--- src/rtl/serial_adder.sv ---
// Bit-serial N-bit adder: one full adder (two half-adder cells + OR) iterated LSB first.
// Latency: start accepted at edge 0, done pulses in the cycle after edge N.
// Backpressure: start is ignored while busy; result holds until the next accepted start.

module half_adder (
    input  logic x,
    input  logic y,
    output logic s,
    output logic c
);
    assign s = x ^ y;
    assign c = x & y;
endmodule

module serial_adder #(
    parameter int N = 4
) (
    input  logic         clk,
    input  logic         rst_n,
    input  logic         start,
    input  logic [N-1:0] a,
    input  logic [N-1:0] b,
    input  logic         cin,
    output logic         busy,
    output logic         done,
    output logic [N-1:0] sum,
    output logic         cout
);
    localparam int CW = (N > 1) ? $clog2(N) : 1;

    typedef enum logic [1:0] {IDLE, RUN, DONE} state_t;

    state_t         state;
    logic [N-1:0]   ra;
    logic [N-1:0]   rb;
    logic           c;
    logic [CW-1:0]  cnt;

    logic           s0;
    logic           c0;
    logic           bit_s;
    logic           c1;
    logic           carry_nxt;
    logic [N-1:0]   sum_nxt;

    half_adder u_ha0 (.x(ra[0]), .y(rb[0]), .s(s0),    .c(c0));
    half_adder u_ha1 (.x(s0),    .y(c),     .s(bit_s), .c(c1));

    assign carry_nxt = c0 | c1;

    // New bit enters at the MSB so after N shifts the LSB-first bits line up.
    if (N == 1) begin : g_sum_n1
        assign sum_nxt = bit_s;
    end else begin : g_sum_nw
        assign sum_nxt = {bit_s, sum[N-1:1]};
    end

    always_ff @(posedge clk or negedge rst_n) begin
        if (!rst_n) begin
            state <= IDLE;
            busy  <= 1'b0;
            done  <= 1'b0;
            sum   <= '0;
            cout  <= 1'b0;
            ra    <= '0;
            rb    <= '0;
            c     <= 1'b0;
            cnt   <= '0;
        end else begin
            case (state)
                IDLE: begin
                    done <= 1'b0;
                    if (start) begin
                        ra    <= a;
                        rb    <= b;
                        c     <= cin;
                        sum   <= '0;
                        cnt   <= '0;
                        busy  <= 1'b1;
                        state <= RUN;
                    end
                end
                RUN: begin
                    c   <= carry_nxt;
                    ra  <= ra >> 1;
                    rb  <= rb >> 1;
                    sum <= sum_nxt;
                    cnt <= cnt + CW'(1);
                    if (cnt == CW'(N - 1)) begin
                        cout  <= carry_nxt;
                        done  <= 1'b1;
                        state <= DONE;
                    end
                end
                DONE: begin
                    done  <= 1'b0;
                    busy  <= 1'b0;
                    state <= IDLE;
                end
                default: begin
                    done  <= 1'b0;
                    busy  <= 1'b0;
                    state <= IDLE;
                end
            endcase
        end
    end
endmodule

--- config.mk ---
export PLATFORM = sky130hd
export DESIGN_NAME = serial_adder
export DESIGN_NICKNAME = d
export VERILOG_FILES = /design/src/rtl/serial_adder.sv
export SDC_FILE = /design/constraint.sdc
export NUM_CORES = 1
export LEC_CHECK = 0
export CAP_MARGIN = 30
export CORE_MARGIN = 1
export CORE_UTILIZATION = 52
export DETAILED_ROUTE_END_ITERATION = 10
export PLACE_DENSITY = 0.82
export RECOVER_POWER = 25
export SYNTH_ARGS = -nofsm -noshare
export SYNTH_HDL_FRONTEND = slang
export SYNTH_SLANG_ARGS = --single-unit
--- constraint.sdc ---
create_clock -name clk -period 2.8 [get_ports clk]
set_input_delay 0.28 -clock clk [delete_from_list [all_inputs] [get_ports clk]]
set_output_delay 0.28 -clock clk [all_outputs]
set_load 0.02 [all_outputs]
-- After elaboration in Yosys (flattened, before gate mapping)
Index checks and enable logic that the tools add are counted.
- flip-flop bits (word level): 20
- logic and storage cells: 43
- output and inout bits: 7
- mux-type cells: 17
- eq/ne operators: 4
- bitwise gates (word level): 6
- reduce and logical (&&, ||, !) cells: 6
- add/subtract/negate cells: 1
- operators with widths (operator ; count):
    4-bit one-hot mux with 2 select lines ; 3
    4-bit two-way mux ; 3
    2-bit one-hot mux with 2 select lines ; 2
    2-bit AND reduction ; 4
    2-bit two-way mux ; 3
    1-bit two-way mux ; 4
    2-bit != test (second input constant) ; 2
    1-bit one-hot mux with 2 select lines ; 2
    2-bit by 1-bit adder with 2-bit output (second input constant) ; 1
    1-bit AND ; 2
    2-bit by 1-bit equality test with 1-bit output (second input constant) ; 1
    2-bit equality test (second input constant) ; 1
    2-bit logical NOT ; 1
    2-bit nonzero test ; 1
    1-bit bitwise XOR ; 2
    1-bit inverter ; 1
    1-bit OR ; 1

-- Logic depth before layout (Yosys ltp)
Gate-level depths: netlist (run 1).
- word-level depth: 4
- gate-level depth with buffers: 5
- mapped depth without buffers: 4

-- Hierarchy
From an unflattened synthesis (run 1), not the netlist that was laid out.
- cell total of the unflattened synthesis: 82
- area total of the unflattened synthesis: 907.1 sq um
- by module, submodules not included (module ; times used ; cells an instance ; seq. area each (sq um) ; area each (sq um)):
    serial_adder ; 1 ; 80 ; 500.5 ; 882.1
    half_adder ; 2 ; 1 ; 0.0 ; 12.5

-- Worst setup path after synthesis (run 1)
OpenSTA, ideal clock, no wires.
- kind: register to register
- start point: register state[0]
- end point: register rb[1]
- stages on the path, launching flop included: 5
- data required time: 2670 ps
- path buffers: 1
- period minus slack after synthesis: 1235 ps
- path slack: 1565 ps
- library setup time: 130 ps
- arrival time: 1105 ps
- path through: dfrtp_1 buf_6 or4b_4 o21ai_2 a21oi_2
- longest elaborated chain between the ends: 3
- elaborated cells between the ends (all ways): 6
- classes of those cells: eq/ne: 2; mux: 1; reduce/logical: 3
- RTL lines (item ; RTL line ; RTL):
    start, declared ; 33 ; state_t state;
    start signal, assigned ; 60 ; state <= IDLE;
    start signal, assigned ; 80 ; state <= RUN;
    start signal, assigned ; 92 ; state <= DONE;
    2-bit by 1-bit equality test with 1-bit output or 2-bit logical NOT (tied branches) ; 70 ; case (state)
    2-bit nonzero test (no source line) or 2-bit != test (tied branches) ; - ;
    2-bit AND reduction (no source line) ; - ;
    end signal, assigned ; 86 ; rb <= rb >> 1;
    end, declared ; 35 ; logic [N-1:0] rb;
Several ways; a longest one is shown, not always the timed one.
A chain may end at the register's enable or synchronous reset.

-- Worst setup path after layout (run 1)
- start point: register sum[2]
- end point: output port sum[2]
- RTL lines (item ; RTL line ; RTL):
    start, declared ; 26 ; output logic [N-1:0] sum,
    start signal, assigned ; 87 ; sum <= sum_nxt;
No word-level cell between the ends.

==> results.md, run 1 <==
- Power density over the cells: around 1200 nW/um2
- Total of flip-flops plus latches after synthesis: 20
- Longest individual stage delay on the worst path: 610 ps
- Timing-limited maximum frequency: roughly 630 MHz
- GR Overflow Total: 0
- Number of antenna diodes: 0
- Share of cells above drive strength 1: under 10%
- Max Transition Viols Final: 0
- Number of buffers on the longest clock path: 2
- Worst slew pin tran: slightly below 900 ps
- Number of placement rows: 14
- Routed wire per std cell: 15.29 um
- Family with the most delay on the worst path: buffers and inverters
- CTS H-tree depth: 1
- Port Buf Inserts: 18
- YS warnings: 0
- Clock period minus worst slack: roughly 1600 ps
- Clock sink count: 20
- Launching element type of the critical path: flop
- Wire length of the first global-routing pass: 2904 um
- Slew HR: between 40% and 50%
- Initial DRC Count: 20
- Starting density of the core: between 50% and 60%
- Antenna-violating nets left: 0
- Remaining routing DRC violations: 0
- Buffers plus inverters on the worst setup path: 1
- Clk pin slew, worst setup/hold paths: roughly 110 ps
- Global Route Usage Sum: 21.03%
- Half-perimeter wire length after detailed placement: ~1200 um
- CP Data Arrival Time: around 1300 ps
- Static leakage power: around 0.50 nW
- Final weighted congestion in routability-driven placement: roughly 0.82
- CTS resizes: 0
- Min setup slack post-route: 1206 ps
- Status: complete, no violations
- Drt total wl: about 1700 um
- Top-level I/O count: 19
- Unrepaired setup endpoints after global routing: false
- Total CTS buffers: 3
- Cell at the root of the clock tree: sky130_fd_sc_hd__clkbuf_4
- Required time of the critical path: roughly 2500 ps
- Post-cts hold buffer count: 0
- Number of setup buffers added after CTS: 0
- Endpoints failing setup: 0
- Max rail drop VDD: between 0.7 and 0.8 mV
- Syn nets: 92
- Area Overhead vs Synth: 25.11%
- Highest fanout seen on the critical path: 3
- Sequential element share of the synthesized area: 56.74%
- Die area: approximately 1900 um2
- Vias in the first global route: 650
- Class of the worst hold path: flop to flop
- Cell count after synthesis: between 70 and 80
- Die W: 43.19 um
- Core Region: between 1500 and 2000 um2
- Period utilization: 56.92%
- Mapped Avg Cell Area: around 11 um2
- Initial antenna violation count: 0
- Final Skew: 5.810 ps
- Vert. Die Dim: 43.19 um
- Kind of critical path: flop to output pin
- Post-Place Worst Slack: between 1000 and 1500 ps
- Cell-by-cell trace of the critical path: clkdlybuf4s50_1
- Total count of hold-check failures in the final report: 0
- Critical path endpoint category: output pin
- Maximum number of pins on one net before global-route repair: 21
- Slowest stage cell, crit path: sky130_fd_sc_hd__clkdlybuf4s50_1
- Count of vias placed by the detailed router: slightly below 700
- Unique cell type count in the Yosys netlist: 23
- Clock tree from TritonCTS: built
- Avg Vias per Cell: between 6 and 7
- Util after Layout: slightly above 70%
- Final-stage net count: between 100 and 150
- Post-synth design cell area: between 800 and 900 um2
- Max-Cap Viols: 0
- Clock insertion delay at the later pin of the skew report: approximately 300 ps
- Total negative slack: 0 ps
- Number of detailed-route iterations in the first pass: 4
-- layout make-up --
cell class	count	area, um2
clock inverters	1	30.03
clock buffers	3	22.52
fillers	114	437.9
multi-input cells	47	324.1
flip-flops and latches	20	500.5
inverters	7	26.28
repair buffers	18	180.2
well taps	16	20.02
-- where the power goes --
part,switching [mW],leakage [nW],internal (mW),total (mW)
Sequential,0.109,0.245,0.422,0.530
Clock,0.0861,0.0279,0.145,0.231
Combinational,0.292,0.223,0.251,0.543
-- per-stage QoR --
| stage | total power, mW | cells | hold WS (ps) | cell area, um2 |
|---|---|---|---|---|
| 3_5_place_dp | 1.072 | 108 | 481.2 | 1051 |
| 6_report | 1.304 | 112 | 509.0 | 1104 |
| 4_1_cts | 1.307 | 112 | 489.2 | 1104 |
| 2_1_floorplan | 0.8963 | 78 | -15.59 | 882.1 |
| 5_1_grt | 1.390 | 112 | 534.3 | 1104 |
| 3_3_place_gp | 1.052 | 108 | 466.4 | 1051 |
-- kinds of logic (layout without fill, tap and decap cells) --
kind of cell               count (synthesis)  count (layout)  synth area share (%)
adders and majority gates                  2               2                 3.688
and+or+nand+nor                           15              15                 9.078
DFF                                       20              20                 56.74
buffers and inverters                     11              29                 6.524
AOI/OAI and AO/OA                         30              30                 23.97
-- registers in the layout, indices dropped and copies added (netlist names) --
name / cells
cout: 1
c: 1
sum: 4
rb: 4
state: 2
cnt: 2
busy: 1
ra: 4
done: 1
-- cell usage in the layout (no fill, tap or decap) --
cell type / instances
sky130_fd_sc_hd__a21oi_1: 6
sky130_fd_sc_hd__nor2b_1: 1
sky130_fd_sc_hd__or2_2: 1
sky130_fd_sc_hd__dlygate4sd3_1: 1
sky130_fd_sc_hd__dfrtp_1: 20
sky130_fd_sc_hd__fa_1: 1
sky130_fd_sc_hd__ha_1: 1
sky130_fd_sc_hd__o22ai_1: 8
sky130_fd_sc_hd__or4b_4: 1
sky130_fd_sc_hd__bufinv_16: 1
sky130_fd_sc_hd__nand3b_1: 1
sky130_fd_sc_hd__nor2_1: 6
sky130_fd_sc_hd__o32ai_1: 2
sky130_fd_sc_hd__nand2_1: 3
sky130_fd_sc_hd__o21ai_2: 1
sky130_fd_sc_hd__o21ai_0: 3
sky130_fd_sc_hd__clkbuf_4: 3
sky130_fd_sc_hd__a22o_1: 6
sky130_fd_sc_hd__nand2b_1: 2
sky130_fd_sc_hd__inv_1: 7
sky130_fd_sc_hd__o21bai_2: 1
sky130_fd_sc_hd__clkdlybuf4s50_1: 17
sky130_fd_sc_hd__a21oi_2: 1
sky130_fd_sc_hd__a221oi_1: 2
-- worst paths after layout --
kind,endpoint,slack (ps),cells after the start,start
worst max-delay path,sum[2],1210,1,sum[2]
worst min-delay path,cnt[0],510,1,cnt[0]
worst max register to register,cnt[1],1380,3,state[0]
worst min register to register,cnt[0],510,1,cnt[0]
max in group asynchronous,state[1],1730,1,rst_n
min in group asynchronous,sum[3],530,1,rst_n
-- routing by layer --
| metal | routed length [um] | vias to the layer above | GRT usage [%] |
|---|---|---|---|
| met5 | 0 | - | 0 |
| met4 | 31 | 0 | 10.30 |
| met3 | 100 | 5 | 3.404 |
| met2 | 789 | 35 | 32.54 |
| met1 | 790 | 330 | 28.57 |
| li1 | - | 316 | - |
-- cell usage after synthesis --
cell type / count / area share (%)
sky130_fd_sc_hd__nor2b_1: 1 / 0.71
sky130_fd_sc_hd__a21oi_2: 1 / 0.99
sky130_fd_sc_hd__o22ai_1: 8 / 5.7
sky130_fd_sc_hd__fa_1: 1 / 2.3
sky130_fd_sc_hd__nand2b_1: 2 / 1.4
sky130_fd_sc_hd__buf_6: 2 / 2.6
sky130_fd_sc_hd__clkbuf_1: 1 / 0.43
sky130_fd_sc_hd__o21ai_0: 3 / 1.7
sky130_fd_sc_hd__or2_2: 1 / 0.71
sky130_fd_sc_hd__a221oi_1: 2 / 2.0
sky130_fd_sc_hd__inv_1: 7 / 3.0
sky130_fd_sc_hd__ha_1: 1 / 1.4
sky130_fd_sc_hd__a22o_1: 6 / 6.0
sky130_fd_sc_hd__nand3b_1: 1 / 0.85
sky130_fd_sc_hd__buf_2: 1 / 0.57
sky130_fd_sc_hd__o21bai_2: 1 / 1.3
sky130_fd_sc_hd__o21ai_2: 1 / 0.99
sky130_fd_sc_hd__nor2_1: 6 / 2.6
sky130_fd_sc_hd__dfrtp_1: 20 / 57
sky130_fd_sc_hd__o32ai_1: 2 / 2.0
sky130_fd_sc_hd__nand2_1: 3 / 1.3
sky130_fd_sc_hd__a21oi_1: 6 / 3.4
sky130_fd_sc_hd__or4b_4: 1 / 1.6
No activity file was read; power rests on OpenSTA's default activity.
==> run 2: changes to the inputs <==
--- a/config.mk
+++ b/config.mk
@@ -7,9 +7,9 @@
 export LEC_CHECK = 0
 export CAP_MARGIN = 30
 export CORE_MARGIN = 1
-export CORE_UTILIZATION = 52
+export CORE_UTILIZATION = 48
 export DETAILED_ROUTE_END_ITERATION = 10
-export PLACE_DENSITY = 0.82
+export PLACE_DENSITY = 0.76
 export RECOVER_POWER = 25
 export SYNTH_ARGS = -nofsm -noshare
 export SYNTH_HDL_FRONTEND = slang
==> constraint.sdc (replaced) <==
create_clock -name clk -period 1.6 [get_ports clk]
set_input_delay 0.16 -clock clk [delete_from_list [all_inputs] [get_ports clk]]
set_output_delay 0.16 -clock clk [all_outputs]
set_load 0.02 [all_outputs]
==> results.md, run 2 (synthesis gave the netlist of run 1 again) <==
- Status: complete, no violations
- Routed wire per std cell: 13.67 um (-11%)
- Biggest regs: ra x4, rb x4, sum x4
- Drt total wl: 1682 um (-1.8%)
- Starting density of the core: 51.09% (-6.1 points)
- Die W: 44.87 um (+3.9%)
- Highest fanout seen on the critical path: 3 (unchanged)
- Global Route Usage Sum: 19.17% (-1.9 points)
- Clock sink count: 20 (unchanged)
- Die area: 2013 um2 (+8.0%)
- Commonest non-fill, non-tap cells in the layout: 20 x sky130_fd_sc_hd__dfrtp_1, 17 x sky130_fd_sc_hd__clkdlybuf4s50_1, 8 x sky130_fd_sc_hd__o22ai_1
- Hold Crit Start: a[3]
- Endpoints failing setup: 0 (unchanged)
- Avg Vias per Cell: 5.333 (-13%)
- Reg2Reg Launch Point: state[0]
- Most Crowded Layer GR: met1
- Total CTS buffers: 3 (unchanged)
- Clock period minus worst slack: approximately 1500 ps
- Max-Cap Viols: 0 (unchanged)
- Max rail drop VDD: 0.9282 mV (+27%)
- Initial DRC Count: 17 (-15%)
- Number of placement rows: 15 (+1)
- GRT met2 Usage: 25.88% (-6.7 points)
- Worst slew pin tran: 1036 ps (+154.4 ps)
- Global routing usage on met1: 28.39% (-0.19 points)
- Cell-by-cell trace of the critical path: clkdlybuf4s50_1
- Vias in the first global route: 591 (-9.1%)
- Kind of critical path: flop to output pin
- Top-level I/O count: 19 (unchanged)
- Core Region: 1727 um2 (+12%)
- GR Overflow Total: 0 (unchanged)
- Slowest stage cell, crit path: sky130_fd_sc_hd__clkdlybuf4s50_1
- Antenna-violating nets left: 0 (unchanged)
- Count of vias placed by the detailed router: 656 (-4.4%)
- Number of buffers on the longest clock path: 2 (unchanged)
- Sequential cell area in the final layout: 500.5 um2 (unchanged)
- Total chip power: 2.117 mW (+62%)
- Post-Place Worst Slack: 79.50 ps (-1032 ps)
- Unrepaired setup endpoints after global routing: false
- Timing-limited maximum frequency: roughly 670 MHz
- Commonest non-fill, non-tap cell in the layout: sky130_fd_sc_hd__dfrtp_1
- Required time of the critical path: 1440 ps (-1080 ps)
- Half-perimeter wire length after detailed placement: 1210 um (+3.5%)
- Final Skew: 7.929 ps (+2.119 ps)
- Port Buf Inserts: 18 (unchanged)
- CTS H-tree depth: 1 (unchanged)
- Final-stage net count: 114 (+2.7%)
- Number of detailed-route iterations in the first pass: 4 (unchanged)
- Area occupied by multi-input gates: 324.1 um2 (unchanged)
- Total negative slack: 0 ps (unchanged)
- Power density over the cells: 1918 nW/um2 (+62%)
- Post-cts hold buffer count: 0 (unchanged)
- Clock insertion delay at the later pin of the skew report: 300 ps (about the same)
- Max Transition Viols Final: 0 (unchanged)
- Critical path endpoint category: output pin
- Number of setup buffers added after CTS: 0 (unchanged)
- Min setup slack post-route: 110.0 ps (-1096 ps)
- Number of fill cells in the layout: 150 (+32%)
- Slew HR: 30.91% (-10 points)
- CTS resizes: 0 (unchanged)
- Buffers plus inverters on the worst setup path: 1 (unchanged)
- Wire length of the first global-routing pass: 2670 um (-8.1%)
- Vert. Die Dim: 44.87 um (+3.9%)
- Total count of hold-check failures in the final report: 0 (unchanged)
- Clock tree from TritonCTS: built
- Longest individual stage delay on the worst path: 630 ps (+20 ps)
- Share of cells above drive strength 1: 10.20% (+0.83 points)
- Launching element type of the critical path: flop
- Critical Path Source: sum[2]
- Class of the worst hold path: input port to flop
- Number of antenna diodes: 0 (unchanged)
- Static leakage power: 0.4921 nW (-0.68%)
- Met3 track demand over resource in global routing: 3.600% (+0.20 points)
- Final weighted congestion in routability-driven placement: 0.7836 (-4.4%)
- Cell at the root of the clock tree: sky130_fd_sc_hd__clkbuf_4
- Maximum number of pins on one net before global-route repair: 21 (unchanged)
- Clk pin slew, worst setup/hold paths: 110 ps (about the same)
- Period utilization: between 90% and 100%
- Family with the most delay on the worst path: buffers and inverters
- CP Data Arrival Time: 1330 ps (+20 ps)
- Remaining routing DRC violations: 0 (unchanged)
- Initial antenna violation count: 0 (unchanged)
- Area Overhead vs Synth: 25.11% (unchanged)
-- run 2: routing by layer --
metal | part of all wire, % | up-vias
met3 | 2.6 | 2
met4 | 0.71 | 0
met5 | 0 | -
met2 | 47 | 6
met1 | 50 | 326
li1 | - | 322
-- run 2: layout make-up --
type                    instances  share of cell area, %
repair buffers                 21                  18.03
inverters                       7                  2.381
clock buffers                   3                  2.041
flip-flops and latches         20                  45.35
well taps                      25                  2.834
multi-input cells              47                  29.37
-- run 2: report_power, final --
part           total (mW)  internal (mW)  switching [mW]
Sequential          0.927          0.738           0.189
Clock               0.233         0.0876           0.145
Combinational       0.957          0.458           0.499
-- run 2: worst paths after layout --
check                      endpoint  slack (ps)  cells after the start
setup reg to reg                  c         250                      4
max in group asynchronous    sum[0]         430                      2
min in group asynchronous     rb[1]         540                      2
setup / recovery             sum[2]         110                      1
hold reg to reg              cnt[0]         510                      1
hold / removal                ra[3]         460                      2
-- run 2: per-stage QoR --
step	hold slack (ps)	cell area [um2]	utilization, %	instances
6_report	456.7	1104	63.91	123
5_1_grt	467.1	1104	63.91	123
4_1_cts	183.3	1107	64.13	123
3_5_place_dp	484.4	1085	62.83	120
3_3_place_gp	476.8	1085	62.83	120
2_1_floorplan	-135.6	882.1	-	78
==> run 3: changes to the inputs <==
--- a/config.mk
+++ b/config.mk
@@ -6,7 +6,7 @@
 export NUM_CORES = 1
 export LEC_CHECK = 0
 export CAP_MARGIN = 30
-export CORE_MARGIN = 1
+export CORE_MARGIN = 3
 export CORE_UTILIZATION = 48
 export DETAILED_ROUTE_END_ITERATION = 10
 export PLACE_DENSITY = 0.76
==> results.md, run 3 (synthesis gave the netlist of run 1 again) <==
- Status: complete, no violations
- Met2 WL post-DR: 837 um (+5.7%)
- Die W: 48.87 um (+8.9%)
- Static leakage power: 0.4994 nW (+1.5%)
- Min setup slack post-route: 143.0 ps (+32.97 ps)
- Starting density of the core: 54.74% (+3.6 points)
- Period utilization: 91.07% (-2.1 points)
- Antenna-violating nets left: 0 (unchanged)
- Clock period minus worst slack: 1457 ps (-32.97 ps)
- Fraction of power consumed by sequential logic: 42.8% (-1.0 points)
- Longest individual stage delay on the worst path: 610 ps (-20 ps)
- Commonest non-fill, non-tap cell in the layout: sky130_fd_sc_hd__dfrtp_1
- Maximum number of pins on one net before global-route repair: 21 (unchanged)
- Cell-by-cell trace of the critical path: clkdlybuf4s50_1
- Final-stage net count: 114 (unchanged)
- Total count of hold-check failures in the final report: 0 (unchanged)
- Number of detailed-route iterations in the first pass: 4 (unchanged)
- Initial antenna violation count: 0 (unchanged)
- Count of vias placed by the detailed router: 672 (+2.4%)
- Slowest stage cell, crit path: sky130_fd_sc_hd__clkdlybuf4s50_1
- Clock sink count: 20 (unchanged)
- Detailed-routed wire length on met3: 98 um (+130%)
- Clk pin slew, worst setup/hold paths: 110 ps (about the same)
- Sw power: 833.6 uW (about the same)
- Internal power: 1.335 mW (+4.0%)
- Max-Cap Viols: 0 (unchanged)
- Worst slew pin tran: 1054 ps (+17.42 ps)
- Critical path endpoint category: output pin
- Wire length of the first global-routing pass: 3077 um (+15%)
- Endpoints failing setup: 0 (unchanged)
- CTS resizes: 0 (unchanged)
- Clock tree from TritonCTS: built
- Global Route Usage Sum: 16.60% (-2.6 points)
- Number of buffers on the longest clock path: 2 (unchanged)
- Routed wire per std cell: 14.02 um (+2.5%)
- Post-cts hold buffer count: 0 (unchanged)
- Cell at the root of the clock tree: sky130_fd_sc_hd__clkbuf_4
- Clock Power Share: 13.3% (+2.3 points)
- DR top layer: met4
- Max Transition Viols Final: 0 (unchanged)
- Combinational power share: 43.9% (-1.3 points)
- Share of cells above drive strength 1: 11.11% (+0.91 points)
- Vert. Die Dim: 48.87 um (+8.9%)
- Vias in the first global route: 662 (+12%)
- Port Buf Inserts: 18 (unchanged)
- Avg Vias per Cell: 5.463 (+2.4%)
- Number of placement rows: 14 (-1)
- Buffers plus inverters on the worst setup path: 1 (unchanged)
- Die area: 2388 um2 (+19%)
- Power density over the cells: 1943 nW/um2 (+1.3%)
- Final standard cell area without fillers: 1116 um2 (+1.1%)
- Final weighted congestion in routability-driven placement: 0.8151 (+4.0%)
- Half-perimeter wire length after detailed placement: 1271 um (+5.0%)
- Class of the worst hold path: input port to flop
- Placed cell area: 1084 um2 (-0.12%)
- Number of fill cells in the layout: 133 (-11%)
- Biggest regs: ra x4, rb x4, sum x4
- Post-Place Worst Slack: 152.4 ps (+72.91 ps)
- Area Overhead vs Synth: 26.52%
- Kind of critical path: flop to output pin
- WL met1: 784 um (-5.9%)
- GR Overflow Total: 0 (unchanged)
- Initial DRC Count: 8 (-9)
- Required time of the critical path: 1440 ps (about the same)
- Switching share of total power: 38.44% (-0.95 points)
- Timing-limited maximum frequency: 686.3 MHz (+2.3%)
- Hold slack: 453.4 ps (-3.324 ps)
- Number of setup buffers added after CTS: 0 (unchanged)
- Number of antenna diodes: 0 (unchanged)
- Clock insertion delay at the later pin of the skew report: 290 ps (about the same)
- Core Region: 1612 um2 (-6.7%)
- Total negative slack: 0 ps (unchanged)
- Top-level I/O count: 19 (unchanged)
- Remaining routing DRC violations: 0 (unchanged)
- Unrepaired setup endpoints after global routing: false
- CP Data Arrival Time: 1300 ps (-30 ps)
- Drt total wl: 1724 um (+2.5%)
- Slew HR: 29.75% (-1.2 points)
- Highest fanout seen on the critical path: 3 (unchanged)
- CTS H-tree depth: 1 (unchanged)
- Final Skew: 1.675 ps (-6.254 ps)
- Launching element type of the critical path: flop
- Commonest non-fill, non-tap cells in the layout: 20 x sky130_fd_sc_hd__dfrtp_1, 17 x sky130_fd_sc_hd__clkdlybuf4s50_1, 8 x sky130_fd_sc_hd__o22ai_1
- Family with the most delay on the worst path: buffers and inverters
- Max rail drop VDD: 1.071 mV (+15%)
- Total CTS buffers: 3 (unchanged)
-- run 3: metrics by stage --
step	instances	utilization [%]	total power, mW
6_report	123	69.25	2.169
5_1_grt	123	69.25	2.360
4_1_cts	123	69.49	2.191
3_5_place_dp	119	67.24	1.904
3_3_place_gp	119	67.24	1.873
2_1_floorplan	78	-	1.569
-- run 3: worst reg2reg max path, stage by stage (launching register included) --
cell                      delay (ps)
sky130_fd_sc_hd__dfrtp_1         510
sky130_fd_sc_hd__or4b_4          580
sky130_fd_sc_hd__o21ai_2          70
sky130_fd_sc_hd__a21oi_2          40
-- run 3: power by group through the flow --
stage / Combinational [mW] / Sequential (mW) / Clock [mW]
after floorplan: 0.605 / 0.963 / 0
after detailed placement: 0.967 / 0.937 / 0
after CTS: 0.968 / 0.927 / 0.296
final: 0.952 / 0.928 / 0.288
after global placement: 0.948 / 0.925 / 0
after global routing: 1.07 / 0.959 / 0.331
-- run 3: layout make-up --
cell class | instances | area (um2) | share of cell area, %
Tap cell | 24 | 30.03 | 2.691
Clock buffer | 4 | 36.28 | 3.251
Timing Repair Buffer | 21 | 198.9 | 17.83
Multi-Input combinational cell | 47 | 324.1 | 29.04
Sequential cell | 20 | 500.5 | 44.84
Inverter | 7 | 26.28 | 2.354
-- run 3: worst paths after layout --
kind | from | endpoint | slack [ps] | cells past startpoint
setup / recovery | sum[2] | sum[2] | 140 | 1
hold / removal | a[3] | ra[3] | 450 | 2
setup reg to reg | state[0] | rb[1] | 290 | 3
hold reg to reg | done | done | 500 | 2
max in group asynchronous | rst_n | ra[1] | 400 | 2
min in group asynchronous | rst_n | cout | 570 | 2
-- run 3: metal layers --
metal | vias to the layer above | global-route usage [%]
met5 | - | 0
met4 | 0 | 5.687
met3 | 2 | 3.364
li1 | 327 | -
met1 | 324 | 21.26
met2 | 19 | 27.83
